[config.mk]
export PLATFORM = sky130hd
export DESIGN_NAME = csi2tx_p2b_sched
export DESIGN_NICKNAME = d
export VERILOG_FILES = /design/src/rtl/csi2tx_defines.sv /design/src/rtl/csi2tx_p2b_dw_mux.sv /design/src/rtl/csi2tx_p2b_sched.sv
export SDC_FILE = /design/constraint.sdc
export NUM_CORES = 1
export LEC_CHECK = 0
export ABC_CLOCK_PERIOD_IN_PS = 3400
export CORE_MARGIN = 10
export CORE_UTILIZATION = 41
export CTS_BUF_LIST = sky130_fd_sc_hd__clkbuf_8
export DETAILED_ROUTE_END_ITERATION = 10
export GPL_TIMING_DRIVEN = 0
export PLACE_DENSITY_LB_ADDON = 0.15
export RECOVER_POWER = 50
export SLEW_MARGIN = 15
export SYNTH_ARGS = -nofsm -noshare
export SYNTH_HDL_FRONTEND = slang
export SYNTH_SLANG_ARGS = --single-unit
[constraint.sdc]
create_clock -name clk -period 3.4 [get_ports clk]
set_input_delay 0.68 -clock clk [delete_from_list [all_inputs] [get_ports clk]]
set_output_delay 0.68 -clock clk [all_outputs]
set_load 0.01 [all_outputs]
[src/rtl/csi2tx_defines.sv]
// Shared constants for the CSI-2 TX pixel-to-byte stage: data-type codes,
// converter enable bit positions, sequencer state encoding and flush length.
package csi2tx_defines;

  localparam logic [5:0] DT_RAW8       = 6'h2A;
  localparam logic [5:0] DT_RAW10      = 6'h2B;
  localparam logic [5:0] DT_YUV422_8B  = 6'h1E;
  localparam logic [5:0] DT_YUV422_10B = 6'h1F;
  localparam logic [5:0] DT_RGB888     = 6'h24;

  localparam int EN_RAW8       = 0;
  localparam int EN_RAW10      = 1;
  localparam int EN_YUV422_8B  = 2;
  localparam int EN_YUV422_10B = 3;
  localparam int EN_RGB888     = 4;
  localparam int NUM_CONV      = 5;

  // Cycles spent after the last pixel so converters can push out a partial word.
  localparam int FLUSH_LEN   = 2;
  localparam int FLUSH_CNT_W = $clog2(FLUSH_LEN);
  localparam logic [FLUSH_CNT_W-1:0] FLUSH_LAST = FLUSH_CNT_W'(FLUSH_LEN - 1);

  typedef enum logic [1:0] {
    IDLE   = 2'd0,
    ACTIVE = 2'd1,
    FLUSH  = 2'd2,
    DONE   = 2'd3
  } state_t;

  // Map a CSI-2 data type to its converter enable; all-zero means unsupported.
  function automatic logic [NUM_CONV-1:0] dt_to_onehot(input logic [5:0] dt);
    logic [NUM_CONV-1:0] oh;
    oh = '0;
    case (dt)
      DT_RAW8:       oh[EN_RAW8]       = 1'b1;
      DT_RAW10:      oh[EN_RAW10]      = 1'b1;
      DT_YUV422_8B:  oh[EN_YUV422_8B]  = 1'b1;
      DT_YUV422_10B: oh[EN_YUV422_10B] = 1'b1;
      DT_RGB888:     oh[EN_RGB888]     = 1'b1;
      default:       oh                = '0;
    endcase
    return oh;
  endfunction

endpackage

[src/rtl/csi2tx_p2b_dw_mux.sv]
// One-hot 5:1 registered mux of converter words toward the packet builder,
// plus a saturating count of payload bytes emitted on the current line.
module csi2tx_p2b_dw_mux
  import csi2tx_defines::*;
(
  input  logic                  clk,
  input  logic                  rst_n,
  input  logic                  clr,
  input  logic [NUM_CONV-1:0]   conv_enable,
  input  logic [32*NUM_CONV-1:0] conv_dw,
  input  logic [NUM_CONV-1:0]   conv_dw_vld,
  output logic [31:0]           dw,
  output logic                  dw_vld,
  output logic [16:0]           byte_cnt
);

  localparam logic [16:0] BYTE_CNT_MAX = '1;

  logic [31:0] sel_dw;
  logic        sel_vld;

  // AND-OR select of the enabled converter; disabled converters contribute nothing.
  // With conv_enable cleared in IDLE, dw_vld naturally drops there except for the
  // word captured in DONE, which appears one cycle later as the line's last word.
  always_comb begin
    // NOTE: every combinational output gets a default first so no path leaves it
    // unassigned, which would otherwise infer a latch.
    sel_dw  = '0;
    sel_vld = 1'b0;
    for (int k = 0; k < NUM_CONV; k++) begin
      if (conv_enable[k]) begin
        sel_dw  = sel_dw | conv_dw[32*k +: 32];
        sel_vld = sel_vld | conv_dw_vld[k];
      end
    end
  end

  // Output word register and byte counter; a new line clears the count.
  always_ff @(posedge clk or negedge rst_n) begin
    if (!rst_n) begin
      // NOTE: sequential state uses non-blocking assignments so every register
      // samples pre-edge values regardless of statement order.
      dw       <= '0;
      dw_vld   <= 1'b0;
      byte_cnt <= '0;
    end else begin
      dw     <= sel_dw;
      dw_vld <= sel_vld;
      if (clr) begin
        byte_cnt <= '0;
      end else if (sel_vld) begin
        byte_cnt <= (byte_cnt > BYTE_CNT_MAX - 17'd4) ? BYTE_CNT_MAX : byte_cnt + 17'd4;
      end
    end
  end

endmodule

[src/rtl/csi2tx_p2b_sched.sv]
// Line-level sequencer for the CSI-2 TX pixel-to-byte stage: selects the
// format converter, registers the pixel stream and checks the line's byte count.
module csi2tx_p2b_sched
  import csi2tx_defines::*;
(
  input  logic                    clk,
  input  logic                    rst_n,
  input  logic                    line_start,
  input  logic [5:0]              data_type,
  input  logic [15:0]             word_count,
  input  logic                    sensor_pixel_vld,
  input  logic [31:0]             sensor_pixel_data,
  output logic [31:0]             pixel_data,
  output logic [31:0]             pixel_data_d1,
  output logic                    pixel_data_vld,
  output logic [2:0]              pixel_cnt,
  output logic                    sensor_pixel_vld_falling_edge,
  output logic [NUM_CONV-1:0]     conv_enable,
  input  logic [32*NUM_CONV-1:0]  conv_dw,
  input  logic [NUM_CONV-1:0]     conv_dw_vld,
  output logic [31:0]             dw,
  output logic                    dw_vld,
  output logic                    line_done,
  output logic                    wc_err,
  output logic                    dt_err,
  output logic                    line_abort
);

  state_t                  state, state_nxt;
  logic [FLUSH_CNT_W-1:0]  flush_cnt;
  logic [15:0]             wc_q;
  logic                    pixel_data_vld_q;
  logic [16:0]             byte_cnt;
  logic [NUM_CONV-1:0]     dt_onehot;
  logic [17:0]             wc_hi;
  logic                    wc_ok;

  assign dt_onehot = dt_to_onehot(data_type);
  // Accept up to 3 bytes of padding in the last word.
  assign wc_hi     = {2'b00, wc_q} + 18'd4;
  assign wc_ok     = ({1'b0, byte_cnt} >= {2'b00, wc_q}) && ({1'b0, byte_cnt} < wc_hi);

  // Pixel pipeline shared by all converters; runs regardless of line state.
  always_ff @(posedge clk or negedge rst_n) begin
    if (!rst_n) begin
      pixel_data                    <= '0;
      pixel_data_d1                 <= '0;
      pixel_data_vld                <= 1'b0;
      pixel_data_vld_q              <= 1'b0;
      sensor_pixel_vld_falling_edge <= 1'b0;
    end else begin
      pixel_data                    <= sensor_pixel_data;
      pixel_data_d1                 <= pixel_data;
      pixel_data_vld                <= sensor_pixel_vld;
      pixel_data_vld_q              <= pixel_data_vld;
      sensor_pixel_vld_falling_edge <= pixel_data_vld_q & ~pixel_data_vld;
    end
  end

  // Pixel counter: cleared per line, advances only while the line is active,
  // and holds after the last pixel so converters can read the partial count.
  always_ff @(posedge clk or negedge rst_n) begin
    if (!rst_n) begin
      pixel_cnt <= '0;
    end else if (line_start) begin
      pixel_cnt <= '0;
    end else if (state == ACTIVE && pixel_data_vld) begin
      pixel_cnt <= pixel_cnt + 3'd1;
    end
  end

  // Line setup: latch format and length on line_start, drop enable after DONE.
  always_ff @(posedge clk or negedge rst_n) begin
    if (!rst_n) begin
      conv_enable <= '0;
      wc_q        <= '0;
      dt_err      <= 1'b0;
      line_abort  <= 1'b0;
    end else begin
      dt_err     <= line_start & ~(|dt_onehot);
      line_abort <= line_start & (state != IDLE);
      if (line_start) begin
        conv_enable <= dt_onehot;
        wc_q        <= word_count;
      end else if (state == DONE) begin
        conv_enable <= '0;
      end
    end
  end

  // Sequencer state register and flush-length counter.
  always_ff @(posedge clk or negedge rst_n) begin
    if (!rst_n) begin
      state     <= IDLE;
      flush_cnt <= '0;
    end else begin
      state     <= state_nxt;
      flush_cnt <= (state == FLUSH) ? flush_cnt + 1'b1 : '0;
    end
  end

  // Next state and end-of-line pulses; a line_start always restarts the line.
  always_comb begin
    state_nxt = state;
    line_done = 1'b0;
    wc_err    = 1'b0;
    if (line_start) begin
      state_nxt = (|dt_onehot) ? ACTIVE : IDLE;
    end else begin
      case (state)
        IDLE:    state_nxt = IDLE;
        ACTIVE:  if (sensor_pixel_vld_falling_edge) state_nxt = FLUSH;
        FLUSH:   if (flush_cnt == FLUSH_LAST) state_nxt = DONE;
        DONE: begin
          line_done = 1'b1;
          wc_err    = ~wc_ok;
          state_nxt = IDLE;
        end
        default: state_nxt = IDLE;
      endcase
    end
  end

  csi2tx_p2b_dw_mux u_dw_mux (
    .clk         (clk),
    .rst_n       (rst_n),
    .clr         (line_start),
    .conv_enable (conv_enable),
    .conv_dw     (conv_dw),
    .conv_dw_vld (conv_dw_vld),
    .dw          (dw),
    .dw_vld      (dw_vld),
    .byte_cnt    (byte_cnt)
  );

endmodule
Word level (Yosys, flattened, before mapping)
Cells that the tools add are included.
- register bits after elaboration: 146
- input port bits: 223
- word-level logic and storage cells: 88
- output and inout port bits: 111
- mux-type cells: 32
- equality and inequality tests: 10
- reductions and logical operators: 10
- magnitude comparators: 3
- add/sub/neg operators: 4
- bitwise logic cells: 14
- operators with widths (cell ; count):
    $mux W32 ; 5
    $or A32 B32 Y32 ; 4
    $mux W17 ; 3
    $eq A6 B6 Y1 const B ; 3
    $add A16 B3 Y17 const B ; 1
    $add A17 B3 Y17 const B ; 1
    $ge A17 B16 Y1 ; 1
    $gt A17 B17 Y1 const B ; 1
    $lt A17 B17 Y1 ; 1
    $mux W1 ; 16
    $eq A6 B5 Y1 const B ; 2
    $mux W5 ; 2
    $reduce_bool A2 Y1 ; 4
    $mux W2 ; 3
    $mux W3 ; 2
    $ne A3 B3 Y1 const B ; 2
    $pmux W2 S3 ; 1
    $reduce_or A5 Y1 ; 1
    $eq A2 B2 Y1 const B ; 2
    $or A1 B1 Y1 ; 4
    $add A3 B1 Y3 const B ; 1
    $and A1 B1 Y1 ; 3
    $not A1 Y1 ; 3
    $eq A2 B1 Y1 const B ; 1
    other kinds (5) ; 6

Depth between registers and ports, before layout
- depth in word-level cells: 11
- depth in mapped cells: 10
- gate-level depth less buffers: 10

By module
A second synthesis with hierarchy kept.
- cell total of the unflattened synthesis: 554
- area, all modules: 6381.1 sq um
- modules (own cells, without submodules) (module ; area an instance (sq um) ; times used ; seq. area each (sq um) ; cells an instance):
    csi2tx_p2b_sched ; 3846.2 ; 1 ; 2402.3 ; 302
    csi2tx_p2b_dw_mux ; 2534.9 ; 1 ; 1226.2 ; 252

Least setup slack after synthesis
OpenSTA, ideal clock, no wires.
- kind: reg-to-output
- from: reg wc_q[4]
- to: out wc_err
- slack: 0.334 ns
- arrival time: 2.386 ns
- data required time: 2.720 ns
- buffers on the path: 0
- stages on the path, launching flop included: 11
- cell sequence: dfrtp_1 and3_1 nand3_1 or4_1 xnor2_1 ha_1 and3_1 nand3_1 nor2_1 a2111oi_0 o221ai_1
- cells in the longest elaborated chain, start to end: 6
- elaborated cells between the ends (all ways): 7
- classes of those cells: add/sub (1); order compare (2); mux (2); bitwise (1); reduce/logical (1)
- ends and longest elaborated chain (item ; RTL line ; text):
    start, declared ; csi2tx_p2b_sched.sv:31 ; logic [15:0] wc_q;
    start signal, assigned ; csi2tx_p2b_sched.sv:84 ; wc_q <= word_count;
    $add A16 B3 Y17 ; csi2tx_p2b_sched.sv:40 ; assign wc_hi = {2'b00, wc_q} + 18'd4;
    $lt A17 B17 Y1 ; csi2tx_p2b_sched.sv:41 ; assign wc_ok = ({1'b0, byte_cnt} >= {2'b00, wc_q}) && ({1'b0, byte_cnt} < wc_hi);
    $logic_and A1 B1 Y1 * ; csi2tx_p2b_sched.sv:41 ;
    $not A1 Y1 * ; csi2tx_p2b_sched.sv:116 ; wc_err = ~wc_ok;
    $mux W1 * ; csi2tx_p2b_sched.sv:110 ; case (state)
    $mux W1 * ; csi2tx_p2b_sched.sv:107 ; if (line_start) begin
    end, declared ; csi2tx_p2b_sched.sv:24 ; output logic wc_err,
Every way passes the cells marked *; elsewhere a longest branch is shown, timed or not.

Final worst setup path
Ends and elaborated chain as after synthesis.

==> results.sh <==
export IMPL_clk_latency_ns=0.43
export IMPL_min_period_ns=3.61
export IMPL_dpl_instance_area_mm2=0.00989
export IMPL_required_ns=2.72
export IMPL_routed_wl_um=25800
export IMPL_peakVddDrop_uv=302
export IMPL_crit_type="register to primary output"
export IMPL_powerDensity_mw_per_mm2=374
export IMPL_cts_buffers=17
export IMPL_drv_slew=72
export IMPL_ys_ff_latch=145
export IMPL_die_area_mm2=0.0207
export IMPL_synth_async_sr_flop_share_pct=100
export IMPL_rsz0062_at_grt="true"
export IMPL_switchingPower_w=0.000987
export IMPL_cp_data_arrival_time_ns=2.93
export IMPL_layout_drive_gt1_share_pct=7.56
export IMPL_internal_power_w=0.00289
export IMPL_synth_top_area_cell="dfrtp_1"
export IMPL_cts_tree="done"
export IMPL_switching_share_pct=25.5
export IMPL_slew_headroom_pct=-12.6
export IMPL_min_path_type="register to register"
export IMPL_nets=1165
export IMPL_pwr_share_comb_pct=17.8
export IMPL_clkTransAtPathRegs_ns=0.08
export IMPL_vias=5900
export IMPL_synth_ff_type="dfrtp_1"
export IMPL_layout_cells_non_filler=1105
export IMPL_ys_seq_area_share_pct=57.7
export IMPL_setup_viol=1
export IMPL_fin_skew_ns=0.00734
export IMPL_grt_remaining_overflow=0
export IMPL_drt_first_pass_iters=9
export IMPL_via_per_inst=5.34
export IMPL_stdcell_area_mm2=0.0104
export IMPL_synth_fp_nets=806
export IMPL_seqPwrFrac_pct=48.0
export IMPL_design_core_area_mm2=0.0151
export IMPL_cp_start_kind="register"
export IMPL_first_global_vias=6243
export IMPL_initial_utilization_pct=41.7
export IMPL_post_synth_top_count_cell="dfrtp_1"
export IMPL_netlist_area_mm2=0.00629
export IMPL_worstSetupEndpointType="primary output"
export IMPL_grt_max_degree=76
export IMPL_place_gp_congestion=0.884
export IMPL_placedCellCount=1065
export IMPL_cts_max_level=4
export IMPL_fin_util_pct=68.6
export IMPL_ys_top_cells_by_area="dfrtp_1 58%, ha_1 8.0%, a222oi_1 5.3%"
export IMPL_grt_pass1_wl_um=38200
export IMPL_synth_cell_types=42
export IMPL_fin_setup_tns_ns=-0.209
export IMPL_period_share_pct=106
export IMPL_ctsHoldBuffers=0
export IMPL_maxCapViolations=1
export IMPL_row_count=45
export IMPL_outcome="finished with violations"
export IMPL_p_clk_share_pct=34.1
export IMPL_worstMarginPinSlew_ns=1.69
export IMPL_yosysTopAreaCellShare_pct=57.7
export IMPL_fin_ws_ns=-0.209
export IMPL_fill_cells=1143
export IMPL_avgSynthCellArea_um2=11.6
export IMPL_violations="max-capacitance violations, max-slew violations, negative setup slack"
export IMPL_cp_max_fo=2
export IMPL_antenna_found_initial=4
export IMPL_fmax_mhz=277
export IMPL_drc=0
export IMPL_area_growth_synth_to_final_pct=64.7
export IMPL_clock_tree_buffer_depth=2
export IMPL_ant_nets=0
export IMPL_fp_dieW_um=144
export IMPL_boundaryPins=334
export IMPL_cts_sinks=145
export IMPL_drtIter0Drc=468
export IMPL_cts_root_buf="clkbuf_8"
export IMPL_drt_wirelength_per_cell_um=23.4
export IMPL_grt_usage_pct=24.5
export IMPL_hold_violations=0
export IMPL_synth_edff_count=0
export IMPL_yosys_warnings=0
export IMPL_hpwl_um=20900
export IMPL_p_leak_nw=4.51
export IMPL_io_buffers=333
export IMPL_syn_inst=543
export IMPL_synth_commonest_cells="145 x dfrtp_1, 67 x nand2_1, 40 x ha_1, 33 x a222oi_1, 33 x a22oi_1"
export IMPL_die_h_um=144
## worst max-delay path, cell delays in order, from the launching register on
cell and delay (ns):
dfrtp_1 0.35, and3_4 0.20, nand3_4 0.09, or4_4 0.50, xnor2_1 0.14, ha_1 0.29, and3_4 0.18, nand3_2 0.09
nor2_1 0.06, a2111oi_2 0.24, o221ai_2 0.18, buf_2 0.17
## stage by stage
| stage | power (W) | hold WS, ns | setup WS, ns |
|---|---|---|---|
| floorplan | 0.00208 | 0.384 | 0.334 |
| global placement | 0.00255 | 0.356 | -4.00 |
| detailed placement | 0.00258 | 0.359 | -0.429 |
| CTS | 0.00393 | 0.186 | -0.236 |
| global route | 0.00406 | 0.385 | -0.379 |
| finish | 0.00387 | 0.377 | -0.209 |
## timing repair
item	in CTS	in global routing
resized for setup	15	5
pin swaps	7	4
setup endpoints to repair	1	1
setup buffers	6	0
## kinds of logic (layout without fill, tap and decap cells)
kind of cell               count (synthesis)  in the layout  share of synthesized area [%]
DFF                                      145            145                           57.7
AOI/OAI and AO/OA                        135            135                           16.3
and+or+nand+nor                          134            134                           9.93
buffers and inverters                     59            429                           3.86
adders and majority gates                 40             40                           7.96
xor gates and xnor gates                  28             28                           3.90
muxes                                      2              2                          0.338
other                                      0              4                              0
## worst paths after layout
check / start / endpoint / slack (ns) / depth (start not counted)
max in group asynchronous: rst_n / u_dw_mux.dw[4] / 0.78 / 2
min: pixel_data[13] / pixel_data_d1[13] / 0.38 / 0
min in group asynchronous: rst_n / pixel_data_d1[15] / 0.68 / 1
min reg2reg: pixel_data[13] / pixel_data_d1[13] / 0.38 / 0
max reg2reg: u_dw_mux.byte_cnt[10] / u_dw_mux.byte_cnt[13] / 1.45 / 5
max: wc_q[4] / wc_err / -0.21 / 11
## layout by cell type (no fill, tap or decap), drive strengths merged, types with 2 or more instances in the layout
cell type	n
a2111oi	2
a21o	4
a21oi	14
a222oi	33
a22oi	33
and3	3
buf	16
bufinv	2
clkbuf	39
clkdlybuf4s50	298
clkinv	5
clkinvlp	2
dfrtp	145
diode	4
dlygate4sd3	33
ha	40
inv	34
nand2	67
nand3	15
nand3b	4
nand4	8
nand4b	2
nor2	13
nor2b	5
nor3	9
nor4	4
o21ai	34
o32ai	5
or3	2
or4	2
xnor2	21
xor2	7
## flip-flops by register name, indices dropped and copies added, names as in the netlist
signal	flops
wc_q	16
pixel_data_d1	32
u_dw_mux.dw_vld	1
conv_enable	5
pixel_data	32
u_dw_mux.byte_cnt	16
u_dw_mux.dw	32
sensor_pixel_vld_falling_edge	1
flush_cnt	1
pixel_data_vld	1
line_abort	1
state	2
dt_err	1
pixel_cnt	3
pixel_data_vld_q	1
## final cells by class
type                    instances  area, um2  area share [%]
flip-flops and latches        145       3630            35.1
well taps                     188        235            2.27
repair buffers                340       3380            32.6
multi-input cells             339       2480            23.9
clock inverters                12        136            1.32
inverters                      31        116            1.12
plain buffers                  28        126            1.22
diodes                          4       10.0          0.0966
clock buffers                  18        248            2.39
## metal layers
layer	track usage, %	vias up	routed length, um
met4	11.0	0	879
met3	9.17	51	2620
met1	25.7	2881	9090
li1	-	2716	-
met2	42.7	252	13200
met5	0	-	0
## power by group through the flow
stage	logic, W	registers [W]	clock network [W]
after floorplan	0.000159	0.00192	0
after global placement	0.000662	0.00189	0
after detailed placement	0.000687	0.00190	0
after CTS	0.000708	0.00186	0.00136
after global routing	0.000745	0.00187	0.00144
final	0.000690	0.00186	0.00132
No activity file was read; power rests on OpenSTA's default activity.
